### src/rtl/ram_port_arbiter.sv
// Three-way arbiter (debug, LSU, fetch) in front of the single-ported SimRAM.
// Fixed priority with a fetch starvation guard; a tag pipeline steers read data back to its issuer.
module ram_port_arbiter #(
  parameter int ADDR_WIDTH   = 32,
  parameter int DATA_WIDTH   = 32,
  parameter int RD_LATENCY   = 1,
  parameter int STARVE_LIMIT = 8
) (
  input  logic                  clk,
  input  logic                  rst,
  input  logic                  fetch_req,
  input  logic [ADDR_WIDTH-3:0] fetch_addr,
  output logic                  fetch_gnt,
  output logic                  fetch_rvalid,
  input  logic                  lsu_req,
  input  logic                  lsu_we,
  input  logic [ADDR_WIDTH-3:0] lsu_addr,
  input  logic [DATA_WIDTH-1:0] lsu_wdata,
  output logic                  lsu_gnt,
  output logic                  lsu_rvalid,
  input  logic                  dbg_req,
  input  logic                  dbg_we,
  input  logic [ADDR_WIDTH-3:0] dbg_addr,
  input  logic [DATA_WIDTH-1:0] dbg_wdata,
  output logic                  dbg_gnt,
  output logic                  dbg_rvalid,
  output logic [DATA_WIDTH-1:0] rdata,
  output logic                  ram_rd_en,
  output logic [ADDR_WIDTH-3:0] ram_rd_addr,
  input  logic [DATA_WIDTH-1:0] ram_rd_data,
  output logic                  ram_wr_en,
  output logic [ADDR_WIDTH-3:0] ram_wr_addr,
  output logic [DATA_WIDTH-1:0] ram_wr_data
);
  localparam int AW = ADDR_WIDTH - 2;
  localparam int CW = (STARVE_LIMIT > 0) ? $clog2(STARVE_LIMIT + 1) : 1;

  typedef enum logic [1:0] {SRC_NONE, SRC_FETCH, SRC_LSU, SRC_DBG} src_e;

  typedef struct packed {
    logic                  we;
    logic [AW-1:0]         addr;
    logic [DATA_WIDTH-1:0] wdata;
  } acc_t;

  logic                         hold_off;
  logic [CW-1:0]                starve_cnt;
  logic                         promote;
  logic [RD_LATENCY-1:0][1:0]   tag_pipe;
  src_e                         win;
  src_e                         tag_in;
  src_e                         tail;
  acc_t                         acc;

  assign promote = (STARVE_LIMIT != 0) && (starve_cnt == CW'(STARVE_LIMIT));

  // hold_off keeps grants quiet for the first cycle after reset releases
  always_comb begin
    win = SRC_NONE;
    if (!(rst || hold_off)) begin
      if (dbg_req)                  win = SRC_DBG;
      else if (promote && fetch_req) win = SRC_FETCH;
      else if (lsu_req)             win = SRC_LSU;
      else if (fetch_req)           win = SRC_FETCH;
    end
  end

  always_comb begin
    acc = '{we: 1'b0, addr: fetch_addr, wdata: '0};
    case (win)
      SRC_DBG: acc = '{we: dbg_we, addr: dbg_addr, wdata: dbg_wdata};
      SRC_LSU: acc = '{we: lsu_we, addr: lsu_addr, wdata: lsu_wdata};
      default: acc = '{we: 1'b0, addr: fetch_addr, wdata: '0};
    endcase
  end

  always_comb begin
    fetch_gnt   = (win == SRC_FETCH);
    lsu_gnt     = (win == SRC_LSU);
    dbg_gnt     = (win == SRC_DBG);
    ram_rd_en   = (win != SRC_NONE) && !acc.we;
    ram_wr_en   = (win != SRC_NONE) && acc.we;
    // idle/write cycles still present the fetch address for the PC export
    ram_rd_addr = ram_rd_en ? acc.addr : fetch_addr;
    ram_wr_addr = ram_wr_en ? acc.addr : '0;
    ram_wr_data = ram_wr_en ? acc.wdata : '0;
    tag_in      = ram_rd_en ? win : SRC_NONE;
  end

  always_ff @(posedge clk) begin
    if (rst) begin
      hold_off   <= 1'b1;
      starve_cnt <= '0;
      tag_pipe   <= '0;
    end else begin
      hold_off    <= 1'b0;
      tag_pipe[0] <= tag_in;
      for (int i = 1; i < RD_LATENCY; i++) tag_pipe[i] <= tag_pipe[i-1];
      if (!fetch_req || fetch_gnt)
        starve_cnt <= '0;
      else if (starve_cnt != CW'(STARVE_LIMIT))
        starve_cnt <= starve_cnt + 1'b1;
    end
  end

  assign tail = src_e'(tag_pipe[RD_LATENCY-1]);

  always_comb begin
    fetch_rvalid = !rst && (tail == SRC_FETCH);
    lsu_rvalid   = !rst && (tail == SRC_LSU);
    dbg_rvalid   = !rst && (tail == SRC_DBG);
    rdata        = ram_rd_data;
  end

endmodule

### config.mk
export PLATFORM = sky130hd
export DESIGN_NAME = ram_port_arbiter
export DESIGN_NICKNAME = d
export VERILOG_FILES = /design/src/rtl/ram_port_arbiter.sv
export SDC_FILE = /design/constraint.sdc
export NUM_CORES = 1
export LEC_CHECK = 0
export CORE_AREA = 2 2 125 127
export DETAILED_ROUTE_END_ITERATION = 6
export DIE_AREA = 0 0 127 129
export SYNTH_ARGS = -nofsm -noshare
export SYNTH_HDL_FRONTEND = slang
export SYNTH_SLANG_ARGS = --single-unit
### constraint.sdc
create_clock -name clk -period 4.4 [get_ports clk]
set_clock_uncertainty 0.15 [all_clocks]
set_input_delay 0.88 -clock clk [delete_from_list [all_inputs] [get_ports clk]]
set_output_delay 0.88 -clock clk [all_outputs]
set_load 0.03 [all_outputs]
## Word-level counts from Yosys, hierarchy flattened

Index checks and enable logic that the tools add are counted.

- Bits in registers: 7
- Output and inout port bits: 132
- Logic and storage cells: 37

- Reductions and logical operators: 14
- Add/sub/neg operators: 1
- Eq/ne operators: 8
- Bitwise logic cells: 1
- Mux-type cells: 10

Operators with widths:

| kind | number |
|---|---|
| $pmux 63 s2 | 1 |
| $mux 30 | 2 |
| $mux 32 | 1 |
| $eq 2x2->1 const B | 4 |
| $mux 2 | 4 |
| $logic_and 1x1->1 | 6 |
| $add 4x1->4 const B | 1 |
| $eq 2x1->1 const B | 2 |
| $eq 4x4->1 const B | 1 |
| $ne 4x4->1 const B | 1 |
| $reduce_or 2->1 | 2 |
| $logic_not 1->1 | 3 |
| $logic_or 1x1->1 | 2 |
| $mux 1 | 2 |
| $reduce_bool 2->1 | 1 |
| $not 1->1 | 1 |

## Longest topological paths before layout

Gate-level depths: netlist of the first run.

- Depth after elaboration: 11
- Gate-level depth with buffers: 9
- Gate-level depth less buffers: 6

## Least setup slack after synthesis of the first run

No wires, ideal clock.

- Kind: input port to output port
- From: input port rst
- To: output port ram_wr_data[22]
- Data required time: 3,370 ps
- Data arrival time: 2,700 ps
- Buffers on the path: 1
- Slack: 670 ps
- Stages: 5
- Cells stage by stage: or2_2 > nor4b_2 > clkbuf_1 > a22oi_1 > nor2_1

- Word-level cells in the longest chain between the ends: 6

RTL lines:

| item | line | source |
|---|---|---|
| from (decl) | 10 | `input logic rst,` |
| $logic_or 1x1->1 * | 60 | `if (!(rst \|\| hold_off)) begin` |
| $mux 2 * | 60 |  |
| $eq 2x2->1 * | -- |  |
| named net lsu_gnt | 19 | `output logic lsu_gnt,` |
| $pmux 63 s2 * | 70 | `case (win)` |
| $logic_and 1x1->1 | 82 | `ram_wr_en = (win != SRC_NONE) && acc.we;` |
| $mux 32 * | 86 | `ram_wr_data = ram_wr_en ? acc.wdata : '0;` |
| to (decl) | 33 | `output logic [DATA_WIDTH-1:0] ram_wr_data` |

The timed path passes the listed nets; every way through them passes the cells marked *.

## Final worst setup path of the first run

- From: input port fetch_req
- To: output port ram_wr_data[27]

- Word-level cells in the longest chain between the ends: 9

RTL lines:

| item | line | source |
|---|---|---|
| from (decl) | 11 | `input logic fetch_req,` |
| $mux 1 | 64 | `else if (fetch_req) win = SRC_FETCH;` |
| $mux 2 | 63 | `else if (lsu_req) win = SRC_LSU;` |
| $mux 2 * | 62 | `else if (promote && fetch_req) win = SRC_FETCH;` |
| $mux 2 * | 61 | `if (dbg_req) win = SRC_DBG;` |
| $mux 2 * | 60 |  |
| $eq 2x2->1 | 70 |  |
| $pmux 63 s2 | 70 |  |
| $logic_and 1x1->1 | 82 |  |
| $mux 32 * | 86 |  |

Every way passes the cells marked *; elsewhere a longest branch is shown, timed or not.

==> results_tabular.tex, run 1 <==
\begin{tabular}{lr}
\hline
Metric & Value \\
\hline
\multicolumn{2}{l}{\textbf{Status}} \\
\quad Result of the run & finished, final reports clean \\
\multicolumn{2}{l}{\textbf{Worst setup path}} \\
\quad Critical path arrival & 3.29 ns \\
\quad Launching element of the worst setup path & fetch\_req \\
\quad Reg2reg setup slack & 2.22 ns \\
\quad Reg-to-reg startpoint & starve\_cnt[0] \\
\quad Maximum fanout along the worst path & 33 \\
\quad Kind of end point of the critical path & output port \\
\quad Required time at the worst-slack endpoint & 3.37 ns \\
\quad Critical Path Source Type & input pin \\
\quad Critical setup path kind & input pin to output port \\
\multicolumn{2}{l}{\textbf{Finish}} \\
\quad Filler Cells Inserted & $\sim$1.6k \\
\quad N\_diodes & 0 \\
\quad Share of final-layout standard cells stronger than drive strength 1 & between 20\% and 30\% \\
\quad Area growth from synthesis to layout & 109.1\% \\
\quad Post-route cell area & 5075 um\^{}2 \\
\quad Fin nets & between 700 and 800 \\
\quad Number of standard cells in the final layout excluding fillers & 732 \\
\multicolumn{2}{l}{\textbf{Power}} \\
\quad Switch share & 36.44\% \\
\quad Internal power component & 0.4562 mW \\
\quad Relative contribution of combinational cells to total power & roughly two thirds \\
\quad Share of power burned in the clock network & 22.2\% \\
\quad Cell leakage power & around 2.2 nW \\
\quad IR Drop Worst-Case VDD & just under 0.08 mV \\
\quad P per Cell Area & 141.4 nW/um\^{}2 \\
\quad Switching pwr & around 0.26 mW \\
\quad Relative contribution of sequential cells to total power & a little under a tenth \\
\quad Power after layout & $\sim$0.72 mW \\
\multicolumn{2}{l}{\textbf{STA}} \\
\quad Total count of hold-check failures in the final report & 0 \\
\quad Final period util & between 90\% and 100\% \\
\quad Max-slew violation total from the final report & 0 \\
\quad Clock period minus final worst setup slack & approximately 4.3 ns \\
\quad \# setup viols final & 0 \\
\quad Setup tns final & 0 ns \\
\quad Transition time at the pin with the least slew margin & $\sim$0.44 ns \\
\quad Unrepaired setup endpoints after global routing & no \\
\quad Worst slew margin & a little over two thirds \\
\quad Maximum frequency from static timing analysis & 231.7 MHz \\
\multicolumn{2}{l}{\textbf{Floorplan}} \\
\quad I/O pin cnt & between 300 and 400 \\
\quad Area of the core & 14980 um\^{}2 \\
\quad Die area & between 15000 and 20000 um\^{}2 \\
\quad Chip Width & around 130 um \\
\quad Initial Util & 16.21\% \\
\quad FP Rows & between 40 and 50 \\
\quad Height of the chip & around 130 um \\
\multicolumn{2}{l}{\textbf{Synthesis}} \\
\quad Netlist area before placement & approximately 2400 um\^{}2 \\
\quad Mapped Avg Cell Area & 7.356 um\^{}2 \\
\quad Area share of the largest cell type after synthesis & between 15 and 20\% \\
\quad Count of distinct cell types in the synthesized netlist & 34 \\
\quad Dominant cells by area after synthesis & mux2\_4 (16\%), mux2\_2 (15\%), nand3\_1 (13\%) \\
\quad Sequential fraction of the synthesis area & $\sim$5.8\% \\
\quad Net count after synthesis & approximately 530 \\
\quad Count of synthesis-stage warnings from yosys & 0 \\
\quad Post-synthesis cell type with the largest combined area & mux2\_4 \\
\quad Synth Register Bits & 7 \\
\quad Synthesized instance count & 330 \\
\multicolumn{2}{l}{\textbf{Clock tree}} \\
\quad Total CTS buffers & 3 \\
\quad Post-CTS Hold Buffers & 0 \\
\quad Clock latency at the later pin of the worst-skew pair & around 0.23 ns \\
\quad CTS tree & yes \\
\quad Max Root-Sink Buffers & 2 \\
\quad CTS clk-pin slew, worst paths & 0.04 ns \\
\quad H-tree levels & 1 \\
\quad Clock sink count & 7 \\
\quad CTS root buffer & clkbuf\_16 \\
\multicolumn{2}{l}{\textbf{Drt}} \\
\quad Number of DRC markers after the initial detailed-route iteration & 131 \\
\quad Routed wire length & 12120 um \\
\quad Number of vias per cell after detailed routing & 4.596 \\
\quad Final antenna-violating net count & 0 \\
\quad Via count & around 3.4k \\
\quad Number of remaining DRC errors & 0 \\
\quad Average detailed-routed wire length per instance & 16.56 um \\
\quad Detailed Routing Iterations Pass 1 & 5 \\
\multicolumn{2}{l}{\textbf{Global routing}} \\
\quad Largest net degree at the start of global routing & slightly above 60 \\
\quad Met1 GRT Util & about 15\% \\
\quad Gr ovfl total & 0 \\
\quad Number of global-route vias before repair & 3436 \\
\quad Wire length of the first global-routing pass & about 18000 um \\
\quad Antenna violations before repair & 0 \\
\quad All-layer global routing usage & 13.59\% \\
\quad GRT met2 Usage & 25.40\% \\
\quad Met3 track demand over resource & around 2.7\% \\
\quad Most Crowded Layer GR & met2 \\
\multicolumn{2}{l}{\textbf{Placement}} \\
\quad Cell count after placement & 728 \\
\quad Area after DPL & 4965 um\^{}2 \\
\quad Detailed placer's ending HPWL & a little under 10000 um \\
\quad Number of buffers added on ports & 260 \\
\quad Global placement routability congestion & around 0.81 \\
\multicolumn{2}{l}{\textbf{Min path}} \\
\quad Min-Delay Startpoint & starve\_cnt[1] \\
\quad Classification of the worst-slack hold path & register to register \\
\multicolumn{2}{l}{\textbf{Job}} \\
\quad Max-capacitance violation count & 0 \\
\hline
\end{tabular}
[worst paths after layout]
kind / end / cells past startpoint
hold / removal: starve_cnt[1] / 2
setup reg to reg: tag_pipe[0] / 6
setup / recovery: ram_wr_data[27] / 7
hold reg to reg: starve_cnt[1] / 2
[synthesized netlist by cell type]
cell,instances
xnor2_1,2
mux2i_2,1
inv_1,3
a211oi_1,1
nor4b_2,1
o221ai_1,1
xor2_1,1
mux2_4,26
or2_2,3
mux2_2,33
nand2b_1,2
nand3b_1,2
buf_6,4
and3b_1,2
buf_1,2
a211o_1,1
nor2_1,37
nand2_1,2
mux2_1,1
dfxtp_1,7
nor2b_1,1
and2_1,3
clkbuf_1,21
nor3_1,2
o31a_1,1
buf_4,32
nor3b_1,2
and4b_1,1
a22oi_1,32
a21oi_1,32
or3_1,1
ha_1,2
buf_2,7
nand3_1,61
[placed cells by master (no fill, tap or decap), types with 2 or more instances in the layout]
master / synthesis / routed
or2_2: 3 / 3
buf_12: 0 / 9
mux2_2: 33 / 33
clkbuf_16: 0 / 3
and2_1: 3 / 3
ha_1: 2 / 2
nand2_1: 2 / 2
a21oi_1: 32 / 32
dfxtp_1: 7 / 7
a22oi_1: 32 / 32
nand3b_1: 2 / 2
nor2_1: 37 / 37
nor3b_1: 2 / 2
nand3_1: 61 / 61
clkdlybuf4s50_1: 0 / 181
buf_4: 32 / 74
nand2b_1: 2 / 2
and3b_1: 2 / 2
inv_1: 3 / 3
mux2_4: 26 / 26
dlymetal6s2s_1: 0 / 12
xnor2_1: 2 / 2
[through the flow]
step           hold slack (ns)  util [%]  setup slack [ns]
6_report                0.3470     33.88           0.08371
2_1_floorplan           0.3115         -            0.6696
3_5_place_dp            0.3421     33.15           0.06879
4_1_cts                 0.3475     33.68           0.06275
5_1_grt                 0.3768     33.88         0.0007652
3_3_place_gp            0.3224     33.15           0.09945
[registers in the layout (all words and copies together), names as in the netlist]
register    flops
hold_off        1
starve_cnt      4
tag_pipe        2
[kinds of logic (layout without fill, tap and decap cells)]
logic type | after synthesis | count (layout) | share of synthesized area (%)
AO/OA/AOI/OAI | 68 | 68 | 17.89
XOR/XNOR | 3 | 3 | 1.083
adder cells (fa/ha/maj) | 2 | 2 | 1.031
buffers and inverters | 69 | 283 | 17.22
flip-flops | 7 | 7 | 5.773
multiplexers | 61 | 61 | 32.42
AND/OR/NAND/NOR | 120 | 120 | 24.59
[power groups by stage]
| stage | clock network, mW | registers [mW] | logic [mW] |
|---|---|---|---|
| after floorplan | 0 | 0.0681 | 0.283 |
| after detailed placement | 0 | 0.0684 | 0.492 |
| final | 0.160 | 0.0675 | 0.491 |
| after global routing | 0.167 | 0.0676 | 0.521 |
| after CTS | 0.163 | 0.0674 | 0.495 |
| after global placement | 0 | 0.0683 | 0.487 |
[worst max-delay path, stage by stage]
cell and delay (ns):
clkdlybuf4s50_1 0.44, and4b_1 0.20, or3_2 0.55, mux2i_4 0.23
buf_12 0.19, nor2_1 0.11, clkdlybuf4s50_1 0.67
[metal layers]
metal	up-vias	share of wire, %
li1	1595	-
met1	1560	38
met2	199	52
met3	10	8.8
met4	0	1.8
met5	-	0
[area by class of cell]
| cell class | instances | area [um^2] | share of cell area, % |
|---|---|---|---|
| Clock buffer | 3 | 75.07 | 1.479 |
| Multi-Input combinational cell | 254 | 1911 | 37.65 |
| Inverter | 3 | 11.26 | 0.2219 |
| Clock inverter | 1 | 5.005 | 0.09862 |
| Timing Repair Buffer | 276 | 2698 | 53.16 |
| Sequential cell | 7 | 140.1 | 2.761 |
| Tap cell | 188 | 235.2 | 4.635 |
[what timing repair did]
item / in CTS / in global routing
endpoints found under the setup margin: 0 / 12
setup buffers: 0 / 0
resized for setup: 0 / 12
No activity file was read; power rests on OpenSTA's default activity.
==> inputs of run 2 (changes only) <==
--- a/config.mk
+++ b/config.mk
@@ -6,6 +6,7 @@
 export NUM_CORES = 1
 export LEC_CHECK = 0
 export CORE_AREA = 2 2 125 127
+export CTS_BUF_LIST = sky130_fd_sc_hd__clkbuf_16
 export DETAILED_ROUTE_END_ITERATION = 6
 export DIE_AREA = 0 0 127 129
 export SYNTH_ARGS = -nofsm -noshare
==> results of run 2 <==
The final DEF is identical to that of run 1; final timing and power are the same.
